[config.mk]
export PLATFORM = sky130hd
export DESIGN_NAME = imsic_msi_queue_gate
export DESIGN_NICKNAME = d
export VERILOG_FILES = /design/src/rtl/imsic_pkg.sv /design/src/rtl/cmip_dff_sync.sv /design/src/rtl/imsic_msi_fifo.sv /design/src/rtl/imsic_msi_queue_gate.sv
export SDC_FILE = /design/constraint.sdc
export NUM_CORES = 1
export LEC_CHECK = 0
export ABC_CLOCK_PERIOD_IN_PS = 2800
export CAP_MARGIN = 5
export CORE_ASPECT_RATIO = 2
export CORE_MARGIN = 2
export CORE_UTILIZATION = 55
export DETAILED_ROUTE_END_ITERATION = 7
export DONT_BUFFER_PORTS = 1
export PLACE_DENSITY_LB_ADDON = 0.2
export SETUP_SLACK_MARGIN = 0.1
export SYNTH_ARGS = -nofsm -noshare
export SYNTH_HDL_FRONTEND = slang
export SYNTH_HIERARCHICAL = 1
export SYNTH_SLANG_ARGS = --single-unit
[constraint.sdc]
create_clock -name clk -period 2.8 [get_ports clk]
set_input_delay 0.56 -clock clk [delete_from_list [all_inputs] [get_ports clk]]
set_output_delay 0.56 -clock clk [all_outputs]
set_load 0.02 [all_outputs]
[src/rtl/imsic_pkg.sv]
// Shared IMSIC types and width helpers. Used by the MSI ingress gate and by
// the per-hart interrupt-file register block.
package imsic_pkg;

    // Widest field encodings any configuration produces: up to 65 interrupt
    // files and up to 2048 identities per file.
    localparam int unsigned IMSIC_FILE_W_MAX = 7;
    localparam int unsigned IMSIC_SRC_W_MAX  = 11;

    function automatic int unsigned imsic_src_width(input int unsigned nr_src);
        return $clog2(nr_src);
    endfunction

    function automatic int unsigned imsic_file_width(input int unsigned nr_files);
        return $clog2(nr_files);
    endfunction

    function automatic int unsigned imsic_msi_info_width(input int unsigned hart_w,
                                                         input int unsigned nr_files,
                                                         input int unsigned nr_src);
        return hart_w + imsic_file_width(nr_files) + imsic_src_width(nr_src);
    endfunction

    // One set/clear command toward the interrupt-file register block.
    // Fields are zero-extended from the instance widths.
    typedef struct packed {
        logic                        set;
        logic [IMSIC_FILE_W_MAX-1:0] file;
        logic [IMSIC_SRC_W_MAX-1:0]  id;
    } imsic_upd_t;

    typedef enum logic [1:0] {
        CAP_IDLE  = 2'd0,
        CAP_CHECK = 2'd1,
        CAP_HOLD  = 2'd2
    } imsic_cap_state_t;

endpackage

[src/rtl/cmip_dff_sync.sv]
// Multi-flop synchronizer for slow or toggle-encoded signals crossing in
// from another clock domain. Output lags input by STAGES clk edges.
module cmip_dff_sync #(
    parameter int unsigned STAGES = 2,
    parameter int unsigned WIDTH  = 1
) (
    input  logic             clk,
    input  logic             rst,
    input  logic [WIDTH-1:0] d,
    output logic [WIDTH-1:0] q
);

    logic [STAGES-1:0][WIDTH-1:0] stg;

    // Shift the input through the synchronizer chain, stage 0 first.
    always_ff @(posedge clk or posedge rst) begin
        if (rst) begin
            stg <= '0;
        end else begin
            stg <= {stg[STAGES-2:0], d};
        end
    end

    assign q = stg[STAGES-1];

endmodule

[src/rtl/imsic_msi_fifo.sv]
// Register-based FIFO for accepted MSIs. Pointers carry one extra wrap bit
// so full and empty are told apart without a counter.
module imsic_msi_fifo #(
    parameter int unsigned DEPTH = 4,
    parameter int unsigned DW    = 8
) (
    input  logic          clk,
    input  logic          rst,
    input  logic          push,
    input  logic [DW-1:0] push_data,
    input  logic          pop,
    output logic [DW-1:0] head,
    output logic          full,
    output logic          empty
);

    localparam int unsigned AW  = $clog2(DEPTH);
    localparam logic [AW:0] ONE = (AW + 1)'(1);

    logic [AW:0]                wr_ptr;
    logic [AW:0]                rd_ptr;
    logic [DEPTH-1:0][DW-1:0]   mem;

    assign full  = (wr_ptr[AW] != rd_ptr[AW]) && (wr_ptr[AW-1:0] == rd_ptr[AW-1:0]);
    assign empty = (wr_ptr == rd_ptr);
    assign head  = mem[rd_ptr[AW-1:0]];

    // Advance pointers; a push against a full FIFO or a pop of an empty one
    // is ignored, and both may happen in the same cycle.
    always_ff @(posedge clk or posedge rst) begin
        if (rst) begin
            wr_ptr <= '0;
            rd_ptr <= '0;
        end else begin
            if (push && !full) wr_ptr <= wr_ptr + ONE;
            if (pop && !empty) rd_ptr <= rd_ptr + ONE;
        end
    end

    // Storage needs no reset: entries are only read between the pointers.
    always_ff @(posedge clk) begin
        if (push && !full) mem[wr_ptr[AW-1:0]] <= push_data;
    end

endmodule

[src/rtl/imsic_msi_queue_gate.sv]
// IMSIC MSI ingress gate: toggle-handshake capture, legality filter,
// accepted-MSI FIFO and a claim-priority update arbiter.
// Optional: define IMSIC_MSI_DROP_CNT_EN to add the o_drop_cnt port and its
// saturating discarded-record counter.
module imsic_msi_queue_gate
    import imsic_pkg::*;
#(
    parameter int unsigned NR_INTP_FILES  = 7,
    parameter int unsigned NR_HARTS       = 4,
    parameter int unsigned NR_HARTS_WIDTH = 2,
    parameter int unsigned NR_SRC         = 256,
    parameter int unsigned FIFO_DEPTH     = 4,
    parameter int unsigned SYNC_STAGES    = 3,
    localparam int unsigned NR_SRC_WIDTH    = imsic_src_width(NR_SRC),
    localparam int unsigned INTP_FILE_WIDTH = imsic_file_width(NR_INTP_FILES),
    localparam int unsigned MSI_INFO_WIDTH  = imsic_msi_info_width(NR_HARTS_WIDTH,
                                                                   NR_INTP_FILES, NR_SRC)
) (
    input  logic                       clk,
    input  logic                       rst,
    input  logic [NR_HARTS_WIDTH-1:0]  hart_id,
    input  logic [MSI_INFO_WIDTH-1:0]  i_msi_info,
    input  logic                       i_msi_req,
    output logic                       o_msi_ack,
    input  logic                       i_claim_vld,
    input  logic [INTP_FILE_WIDTH-1:0] i_claim_file,
    input  logic [NR_SRC_WIDTH-1:0]    i_claim_id,
    output logic                       o_upd_vld,
    output logic                       o_upd_set,
    output logic [INTP_FILE_WIDTH-1:0] o_upd_file,
    output logic [NR_SRC_WIDTH-1:0]    o_upd_id,
    output logic                       o_fifo_full
`ifdef IMSIC_MSI_DROP_CNT_EN
    ,
    output logic [15:0]                o_drop_cnt
`endif
);

    localparam int unsigned FIFO_DW = INTP_FILE_WIDTH + NR_SRC_WIDTH;

    // ---------------- request toggle synchronizer ----------------
    logic req_sync;
    logic req_sync_d;
    logic req_edge;

    cmip_dff_sync #(
        .STAGES (SYNC_STAGES),
        .WIDTH  (1)
    ) u_req_sync (
        .clk (clk),
        .rst (rst),
        .d   (i_msi_req),
        .q   (req_sync)
    );

    // Delayed copy of the synchronized toggle for edge detection.
    always_ff @(posedge clk or posedge rst) begin
        if (rst) req_sync_d <= 1'b0;
        else     req_sync_d <= req_sync;
    end

    assign req_edge = req_sync ^ req_sync_d;

    // ---------------- capture and legality ----------------
    imsic_cap_state_t            state_q;
    imsic_cap_state_t            state_d;
    logic                        cap_load;
    logic                        push;
    logic                        ack_tgl;
    logic                        drop;
    logic [NR_HARTS_WIDTH-1:0]   cap_hart;
    logic [INTP_FILE_WIDTH-1:0]  cap_file;
    logic [NR_SRC_WIDTH-1:0]     cap_id;
    logic [NR_HARTS_WIDTH-1:0]   hart_eff;
    logic [31:0]                 file_ext;
    logic [31:0]                 id_ext;
    logic                        legal;
    logic                        fifo_full;
    logic                        fifo_empty;
    logic                        ack_q;

    // The record is stable on i_msi_info until ack, so one load suffices.
    always_ff @(posedge clk or posedge rst) begin
        if (rst) begin
            cap_hart <= '0;
            cap_file <= '0;
            cap_id   <= '0;
        end else if (cap_load) begin
            {cap_hart, cap_file, cap_id} <= i_msi_info;
        end
    end

    assign hart_eff = (NR_HARTS == 1) ? '0 : hart_id;
    assign file_ext = 32'(cap_file);
    assign id_ext   = 32'(cap_id);
    assign legal    = (cap_hart == hart_eff) && (file_ext < NR_INTP_FILES) &&
                      (cap_id != '0) && (id_ext < NR_SRC);

    // Capture FSM state register.
    always_ff @(posedge clk or posedge rst) begin
        if (rst) state_q <= CAP_IDLE;
        else     state_q <= state_d;
    end

    // Capture FSM: edges outside IDLE are sender protocol errors and ignored;
    // a legal record waits in HOLD rather than being dropped.
    always_comb begin
        state_d  = state_q;
        cap_load = 1'b0;
        push     = 1'b0;
        ack_tgl  = 1'b0;
        drop     = 1'b0;
        case (state_q)
            CAP_IDLE: begin
                if (req_edge) begin
                    cap_load = 1'b1;
                    state_d  = CAP_CHECK;
                end
            end
            CAP_CHECK: begin
                if (!legal) begin
                    drop    = 1'b1;
                    ack_tgl = 1'b1;
                    state_d = CAP_IDLE;
                end else if (!fifo_full) begin
                    push    = 1'b1;
                    ack_tgl = 1'b1;
                    state_d = CAP_IDLE;
                end else begin
                    state_d = CAP_HOLD;
                end
            end
            CAP_HOLD: begin
                if (!fifo_full) begin
                    push    = 1'b1;
                    ack_tgl = 1'b1;
                    state_d = CAP_IDLE;
                end
            end
            default: state_d = CAP_IDLE;
        endcase
    end

    // Acknowledge toggle, one flip per consumed request.
    always_ff @(posedge clk or posedge rst) begin
        if (rst) ack_q <= 1'b0;
        else     ack_q <= ack_q ^ ack_tgl;
    end

    assign o_msi_ack = ack_q;

    // ---------------- accepted-MSI FIFO ----------------
    logic               pop;
    logic [FIFO_DW-1:0] head;

    imsic_msi_fifo #(
        .DEPTH (FIFO_DEPTH),
        .DW    (FIFO_DW)
    ) u_fifo (
        .clk       (clk),
        .rst       (rst),
        .push      (push),
        .push_data ({cap_file, cap_id}),
        .pop       (pop),
        .head      (head),
        .full      (fifo_full),
        .empty     (fifo_empty)
    );

    assign o_fifo_full = fifo_full;

    // ---------------- update arbiter ----------------
    imsic_upd_t upd_d;
    imsic_upd_t upd_q;
    logic       upd_vld_q;

    // Claims win; the FIFO head stays put until a claim-free cycle.
    always_comb begin
        upd_d = '0;
        pop   = 1'b0;
        if (i_claim_vld) begin
            upd_d.set  = 1'b0;
            upd_d.file = IMSIC_FILE_W_MAX'(i_claim_file);
            upd_d.id   = IMSIC_SRC_W_MAX'(i_claim_id);
        end else if (!fifo_empty) begin
            pop        = 1'b1;
            upd_d.set  = 1'b1;
            upd_d.file = IMSIC_FILE_W_MAX'(head[NR_SRC_WIDTH +: INTP_FILE_WIDTH]);
            upd_d.id   = IMSIC_SRC_W_MAX'(head[NR_SRC_WIDTH-1:0]);
        end
    end

    // Register one update command per cycle.
    always_ff @(posedge clk or posedge rst) begin
        if (rst) begin
            upd_vld_q <= 1'b0;
            upd_q     <= '0;
        end else begin
            upd_vld_q <= i_claim_vld || !fifo_empty;
            upd_q     <= upd_d;
        end
    end

    assign o_upd_vld  = upd_vld_q;
    assign o_upd_set  = upd_q.set;
    assign o_upd_file = upd_q.file[INTP_FILE_WIDTH-1:0];
    assign o_upd_id   = upd_q.id[NR_SRC_WIDTH-1:0];

    // Field bits above this instance's widths are always zero.
    logic unused_upd_bits;
    assign unused_upd_bits = ^{upd_q.file, upd_q.id};

`ifdef IMSIC_MSI_DROP_CNT_EN
    logic [15:0] drop_cnt_q;

    // Saturating count of discarded (illegal) records.
    always_ff @(posedge clk or posedge rst) begin
        if (rst)                              drop_cnt_q <= '0;
        else if (drop && drop_cnt_q != 16'hFFFF) drop_cnt_q <= drop_cnt_q + 16'd1;
    end

    assign o_drop_cnt = drop_cnt_q;
`else
    logic unused_drop;
    assign unused_drop = drop;
`endif

endmodule

==> impl_metrics.json, run 1 <==
{
  "clock-sinks": 83,
  "placed_cell_area_um2": 3540,
  "synth_nets": 246,
  "wl_per_cell_um": 18.7,
  "run_status": "complete, no violations",
  "comb_power_share_pct": 25.9,
  "routed_via_density": 5.75,
  "slew_headroom_pct": 33.9,
  "vdd.ir_drop.worst_mv": 0.687,
  "syn_inst": 208,
  "synth-compound-area-share_pct": 7.37,
  "grt_max_degree": 31,
  "post_synth_xor_area_fraction_pct": 3.48,
  "required_ps": 2770,
  "drt_first_pass_iters": 4,
  "cts.path.max_buffers": 2,
  "power_leakage_nw": 1.53,
  "minimum_setup_slack_among_reg_to_reg_paths_ps": 350,
  "r2r_start": "cap_file[0]",
  "timing.final.max_slew_violations": 0,
  "rr_worst_depth": 5,
  "cp.buffers_inverters": 0,
  "h-tree-depth": 3,
  "die_y_um": 116,
  "grt_pass1_vias": 1891,
  "postSynthRegisterBits": 83,
  "final_cycle_utilization_of_the_critical_path_pct": 87.4,
  "grt_setup_unrepaired": "no",
  "port_buffers": 0,
  "p_int_mw": 3.02,
  "yosysSeqAreaShare_pct": 66.6,
  "worst_setup_hold_path_clk_slew_ps": 60,
  "clk_pwr_share_pct": 28.5,
  "proportion_of_register_bits_with_asynchronous_set_or_reset_after_synthesis_pct": 47.0,
  "yosys.cell_count.top_type": "sky130_fd_sc_hd__edfxtp_1",
  "critPathMostFrequentCell": "sky130_fd_sc_hd__and3_1",
  "critical_path.max_fanout": 11,
  "reg2reg_to": "u_fifo/mem[17]",
  "cts_tree": "done",
  "post_cts_buffers": 0,
  "cpMaxStageDelayCell": "sky130_fd_sc_hd__and3_1",
  "syn_std_cell_area_um2": 3450,
  "count_of_flip_flops_with_a_built_in_enable_after_synthesis": 44,
  "yosys.area_share.adder_pct": 2.90,
  "hpwlAfterDp_um": 4200,
  "switchingPower_mw": 1.39,
  "post_route_skew_ps": 3.31,
  "power_frac_seq_pct": 45.6,
  "yosysTopAreaCell": "sky130_fd_sc_hd__edfxtp_1",
  "worstSetupEndpointType": "register",
  "yosys-mux-area-fraction_pct": 12.5,
  "total_vias_in_the_final_route": 1761,
  "ioPinCount": 45,
  "yosys.area_share.simple_pct": 4.50,
  "layout.nets": 255,
  "grt_usage_pct": 19.3,
  "power.density_nw_per_um2": 1140,
  "initial_core_util_pct": 56.9,
  "ys.warnings.count": 6,
  "synth_cell_type_count": 40,
  "detail_route.wirelength_um": 5720,
  "placeable_core_region_um2": 6060,
  "report.final.hold_viol_count": 0,
  "insertion_delay_ps": 330,
  "synth_common_cells": "sky130_fd_sc_hd__edfxtp_1 (44), sky130_fd_sc_hd__dfrtp_1 (39), sky130_fd_sc_hd__inv_1 (13)",
  "antenna_violations_before_repair": 0,
  "final.fill_count": 427,
  "max_clock_freq_mhz": 409,
  "critical_path_arrival_ps": 2420,
  "max_stage_delay_ps": 550,
  "clock_tree.root_cell": "sky130_fd_sc_hd__clkbuf_16",
  "fraction_of_post_synthesis_cell_area_in_the_top_cell_type_by_area_pct": 38.3,
  "worst_slew_pin_slew_ps": 987,
  "fp.dieW_um": 60.0,
  "floorplan.die_area_um2": 6960,
  "syn_area_per_cell_um2": 16.6,
  "finalSetupViolCount": 0,
  "area_growth_pct": 12.5,
  "drcViolationCount": 0,
  "maximum_capacitance_violations": 0,
  "post_synth_main_area_contributors": "sky130_fd_sc_hd__edfxtp_1 (38%), sky130_fd_sc_hd__dfrtp_1 (28%), sky130_fd_sc_hd__mux4_2 (7.2%)",
  "grt_first_pass_wirelength_um": 9570,
  "diodes": 0,
  "total_area_of_sequential_cells_um2": 2300,
  "setup.worst_path.start_class": "register",
  "stdcell_area_um2": 3880,
  "min_period_ps": 2450,
  "timing.critical_path.cells": "and3_4, a211oi_1, and3_1, o211a_1, and3_1",
  "clock_buffer_count_from_cts": 9,
  "synth-main-ff-cell": "sky130_fd_sc_hd__edfxtp_1",
  "globalRoute.totalOverflow": 0,
  "synth_top_family_by_area": "multiplexers",
  "setup_total_negative_slack_ps": 0,
  "hold_path.class": "in -> async",
  "globalplace.congestion": 0.700,
  "timing.setup.critical_path_class": "reg -> reg",
  "p_sw_share_pct": 31.5,
  "final_layout_size_suffix_gt1_share_pct": 22.1,
  "detail-route-antenna-nets": 0,
  "rows": 40,
  "crit_family": "simple AND/OR/NAND/NOR gates",
  "drt-initial-drc-count": 93,
  "multi_input_comb_area_um2": 1060
}
## sequential cells by signal (all words and copies together) (netlist names)
register,count
cap_file,3
cap_hart,2
cap_id,8
o_msi_ack,1
o_upd_file,3
o_upd_id,8
o_upd_set,1
o_upd_vld,1
req_sync_d,1
state_q,2
u_fifo/mem,44
u_fifo/rd_ptr,3
u_fifo/wr_ptr,3
u_req_sync/q,1
u_req_sync/stg,2
## cell families (layout without fill, tap and decap cells)
family | after synthesis | count (layout)
muxes | 24 | 24
AOI/OAI and AO/OA | 33 | 33
DFF | 83 | 83
adders and majority gates | 8 | 8
and+or+nand+nor | 28 | 28
xor gates and xnor gates | 12 | 12
buffers and inverters | 20 | 34
## how the worst max path moves through the flow
| stage | start | cells after the start | slack (ps) | end |
|---|---|---|---|---|
| 6_report | cap_file[0] | 5 | 350 | u_fifo/mem[17] |
| 4_1_cts | cap_file[0] | 5 | 340 | u_fifo/mem[14] |
| 3_3_place_gp | hart_id[1] | 5 | 410 | u_fifo/mem[13] |
| 3_5_place_dp | hart_id[1] | 5 | 310 | u_fifo/mem[20] |
| 2_1_floorplan | hart_id[1] | 6 | 540 | u_fifo/mem[33] |
| 5_1_grt | cap_file[2] | 5 | 160 | u_fifo/mem[8] |
## per-stage QoR
step	cells	util (%)	hold WS (ps)	total power, mW	setup slack, ps
floorplan	208	-	314	2.92	536
global placement	289	58.5	317	3.11	411
detailed placement	289	58.5	324	3.18	314
CTS	306	64.0	30.8	4.44	338
global route	306	64.0	38.9	4.67	162
finish	306	64.0	33.9	4.40	352
## cells in the final DEF (no fill, tap or decap), types with 3 or more instances in the layout
master | Yosys | final
sky130_fd_sc_hd__and3_1 | 4 | 4
sky130_fd_sc_hd__ha_1 | 8 | 8
sky130_fd_sc_hd__o31ai_1 | 4 | 4
sky130_fd_sc_hd__mux4_2 | 11 | 11
sky130_fd_sc_hd__a211oi_1 | 3 | 3
sky130_fd_sc_hd__dfrtp_1 | 39 | 39
sky130_fd_sc_hd__a21oi_1 | 6 | 6
sky130_fd_sc_hd__nand2b_1 | 4 | 4
sky130_fd_sc_hd__a22o_1 | 10 | 10
sky130_fd_sc_hd__xnor2_1 | 5 | 5
sky130_fd_sc_hd__mux2_2 | 3 | 3
sky130_fd_sc_hd__edfxtp_1 | 44 | 44
sky130_fd_sc_hd__nor2_1 | 3 | 3
sky130_fd_sc_hd__inv_1 | 13 | 13
sky130_fd_sc_hd__clkbuf_16 | 0 | 9
sky130_fd_sc_hd__buf_4 | 1 | 4
sky130_fd_sc_hd__xor2_1 | 5 | 5
sky130_fd_sc_hd__mux2_4 | 10 | 10
sky130_fd_sc_hd__nand2_1 | 7 | 7
## layer usage
layer  GRT usage (%)  vias up  share of wire (%)
met4            8.30        0                2.1
met5               0        -                  0
met1            22.2      890                 37
li1                -      801                  -
met2            32.9       60                 56
met3            5.25       10                5.2
## power by group through the flow
stage / sequential (mW) / clock, mW / combinational [mW]
finish: 2.01 / 1.26 / 1.14
global route: 2.06 / 1.33 / 1.28
CTS: 2.01 / 1.28 / 1.16
detailed placement: 2.03 / 0 / 1.15
global placement: 2.00 / 0 / 1.11
floorplan: 1.94 / 0 / 0.977
## final cells by class
type / instances / area share, %
Sequential cell: 83 / 59.2
Multi-Input combinational cell: 105 / 27.4
Clock buffer: 11 / 6.26
Tap cell: 84 / 2.71
Clock inverter: 5 / 2.16
Inverter: 13 / 1.26
Timing Repair Buffer: 5 / 1.03
## repair_timing
item                      CTS  global route
hold buffers                1             0
hold endpoints to repair    3             0
resized for setup           0             0
(Power assumes the default switching activity.)
==> run 2, diff against run 1 <==
Settings changed: CORE_ASPECT_RATIO 2 to 1.4.
==> run 2 against run 1 <==
  * Hold slack worse by 16 ps
  * Setup slack improved by 31 ps
  * Non-clock buffer count up 1
  * Sequential cell count stayed put
  * Clock power shrank 27%
  * Total power decreased by 7.0%
  * Global-route usage is 0.65 points lower
  * Register-to-register slack improved by 30 ps
  * Via count decreased by 1.1%
  * Fmax is 1.3% higher
  * Critical path type unchanged
==> impl_metrics.json, run 2 (synthesis results as in run 1) <==
{
  "post_route_skew_ps": 10.1,
  "cts_tree": "done",
  "die_y_um": 97.7,
  "total_power_mw": 4.10,
  "setup_total_negative_slack_ps": 0,
  "clock-sinks": 83,
  "grt_usage_pct": 18.7,
  "largest_register_ff_count": 44,
  "antenna_violations_before_repair": 0,
  "drcViolationCount": 0,
  "floorplan.die_area_um2": 6930,
  "initial_core_util_pct": 56.3,
  "max_stage_delay_ps": 790,
  "post-route-worst-setup-slack_ps": 383,
  "minimum_setup_slack_among_reg_to_reg_paths_ps": 380,
  "timing.final.max_slew_violations": 0,
  "h-tree-depth": 3,
  "critical_path_cell_count": 6,
  "timing.critical_path.to": "u_fifo/rd_ptr[2]",
  "vdd.ir_drop.worst_mv": 0.633,
  "critPathMostFrequentCell": "sky130_fd_sc_hd__nor2_1",
  "globalRoute.totalOverflow": 0,
  "ioPinCount": 45,
  "power_leakage_nw": 1.49,
  "fp.dieW_um": 70.9,
  "grt_setup_unrepaired": "no",
  "layout.nets": 256,
  "drt-initial-drc-count": 66,
  "placement.setup.worst_slack_ps": 348,
  "clock_buffer_count_from_cts": 9,
  "grt_first_pass_wirelength_um": 9680,
  "finalSetupViolCount": 0,
  "total_vias_in_the_final_route": 1742,
  "rr_worst_depth": 6,
  "startpoint_of_the_worst_setup_timing_path": "u_fifo/rd_ptr[2]",
  "detail-route-antenna-nets": 0,
  "area_growth_pct": 9.22,
  "final.fill_count": 474,
  "placed_cell_area_um2": 3530,
  "run_status": "complete, no violations",
  "worst_slew_pin_slew_ps": 1000,
  "power.density_nw_per_um2": 1090,
  "worstSetupEndpointType": "register",
  "insertion_delay_ps": 340,
  "cpMaxStageDelayCell": "sky130_fd_sc_hd__nor2_1",
  "slew_headroom_pct": 32.8,
  "fin_cells": 295,
  "critical_path.max_fanout": 16,
  "cts.path.max_buffers": 2,
  "min_period_ps": 2420,
  "cp.buffers_inverters": 0,
  "final_cycle_utilization_of_the_critical_path_pct": 86.3,
  "grt_pass1_vias": 1884,
  "final_common_cell": "sky130_fd_sc_hd__edfxtp_1",
  "setup.worst_path.start_class": "register",
  "maximum_capacitance_violations": 0,
  "grt_max_degree": 31,
  "total_area_of_sequential_cells_um2": 2300,
  "placeable_core_region_um2": 6130,
  "worst_setup_hold_path_clk_slew_ps": 80,
  "clock_tree.root_cell": "sky130_fd_sc_hd__clkbuf_8",
  "post-place-cells": 278,
  "final_layout_size_suffix_gt1_share_pct": 22.0,
  "multi_input_comb_area_um2": 1060,
  "timing.setup.critical_path_class": "reg -> reg",
  "critical_path_arrival_ps": 2670,
  "hold_path.class": "in -> async",
  "post_cts_buffers": 0,
  "report.final.hold_viol_count": 0,
  "detail_route.wirelength_um": 5700,
  "rows": 34,
  "stdcell_area_um2": 3760,
  "hpwlAfterDp_um": 3940,
  "timing.critical_path.cells": "xor2_2, nor2_1, nor2_1, nand2_1, a211o_1, o211ai_1",
  "drt_first_pass_iters": 4,
  "reg2reg_to": "u_fifo/rd_ptr[2]",
  "layout_common_cells": "sky130_fd_sc_hd__edfxtp_1 (44), sky130_fd_sc_hd__dfrtp_1 (39), sky130_fd_sc_hd__inv_1 (13)",
  "routed_via_density": 5.91,
  "post_cts_resize_count": 0,
  "port_buffers": 0,
  "r2r_start": "u_fifo/rd_ptr[2]",
  "globalplace.congestion": 0.807,
  "required_ps": 3050,
  "max_clock_freq_mhz": 414,
  "wl_per_cell_um": 19.3,
  "diodes": 0,
  "crit_family": "simple AND/OR/NAND/NOR gates"
}
## run 2: cell count changes in the layout (fill, tap and decap cells not counted)
cell | previous run | this run
sky130_fd_sc_hd__clkbuf_16 | 9 | 0
sky130_fd_sc_hd__clkbuf_8 | 1 | 10
sky130_fd_sc_hd__buf_4 | 4 | 5
sky130_fd_sc_hd__clkbuf_1 | 1 | 2
sky130_fd_sc_hd__inv_6 | 1 | 0
## run 2: stage by stage
step                      utilization (%)  hold slack (ps)
after detailed placement             57.7              330
after floorplan                         -              314
final                                61.5             18.1
after global placement               57.7              318
after global routing                 61.5             10.2
after CTS                            61.5             4.75
## run 2: worst register-to-register path: stages, from the launching register on
cell                       delay (ps)
sky130_fd_sc_hd__dfrtp_1          450
sky130_fd_sc_hd__xor2_2           360
sky130_fd_sc_hd__nor2_1           150
sky130_fd_sc_hd__nor2_1           800
sky130_fd_sc_hd__nand2_1          160
sky130_fd_sc_hd__a211o_1          310
sky130_fd_sc_hd__o211ai_1         100
## run 2: timing repair
item / in CTS / in global routing
setup endpoints to repair: 0 / 0
hold buffers: 1 / 0
endpoints found under the hold margin: 3 / 0
## run 2: worst min-delay path by stage
stage / start / end / slack, ps / depth (start not counted)
after floorplan: rst / u_req_sync/q / 310 / 1
after global placement: rst / u_req_sync/q / 320 / 1
after detailed placement: rst / u_req_sync/q / 330 / 1
after CTS: rst / u_fifo/wr_ptr[0] / 5 / 1
after global routing: rst / u_fifo/wr_ptr[0] / 10 / 1
final: rst / u_fifo/rd_ptr[0] / 20 / 1
## run 2: where the power goes
group	internal, mW	switching, mW
combinational	0.575	0.599
sequential	1.64	0.355
clock	0.528	0.396
## run 2: layout make-up
type	count	area share, %
Clock buffer	12	3.86
Tap cell	72	2.39
Clock inverter	4	1.99
Inverter	13	1.30
Multi-Input combinational cell	105	28.2
Sequential cell	83	61.0
Timing Repair Buffer	6	1.26
## run 2: layer usage
metal,share of wire [%],GRT usage [%]
met3,5.1,6.33
met4,1.4,6.82
met1,41,23.1
met2,52,30.3
met5,0,0
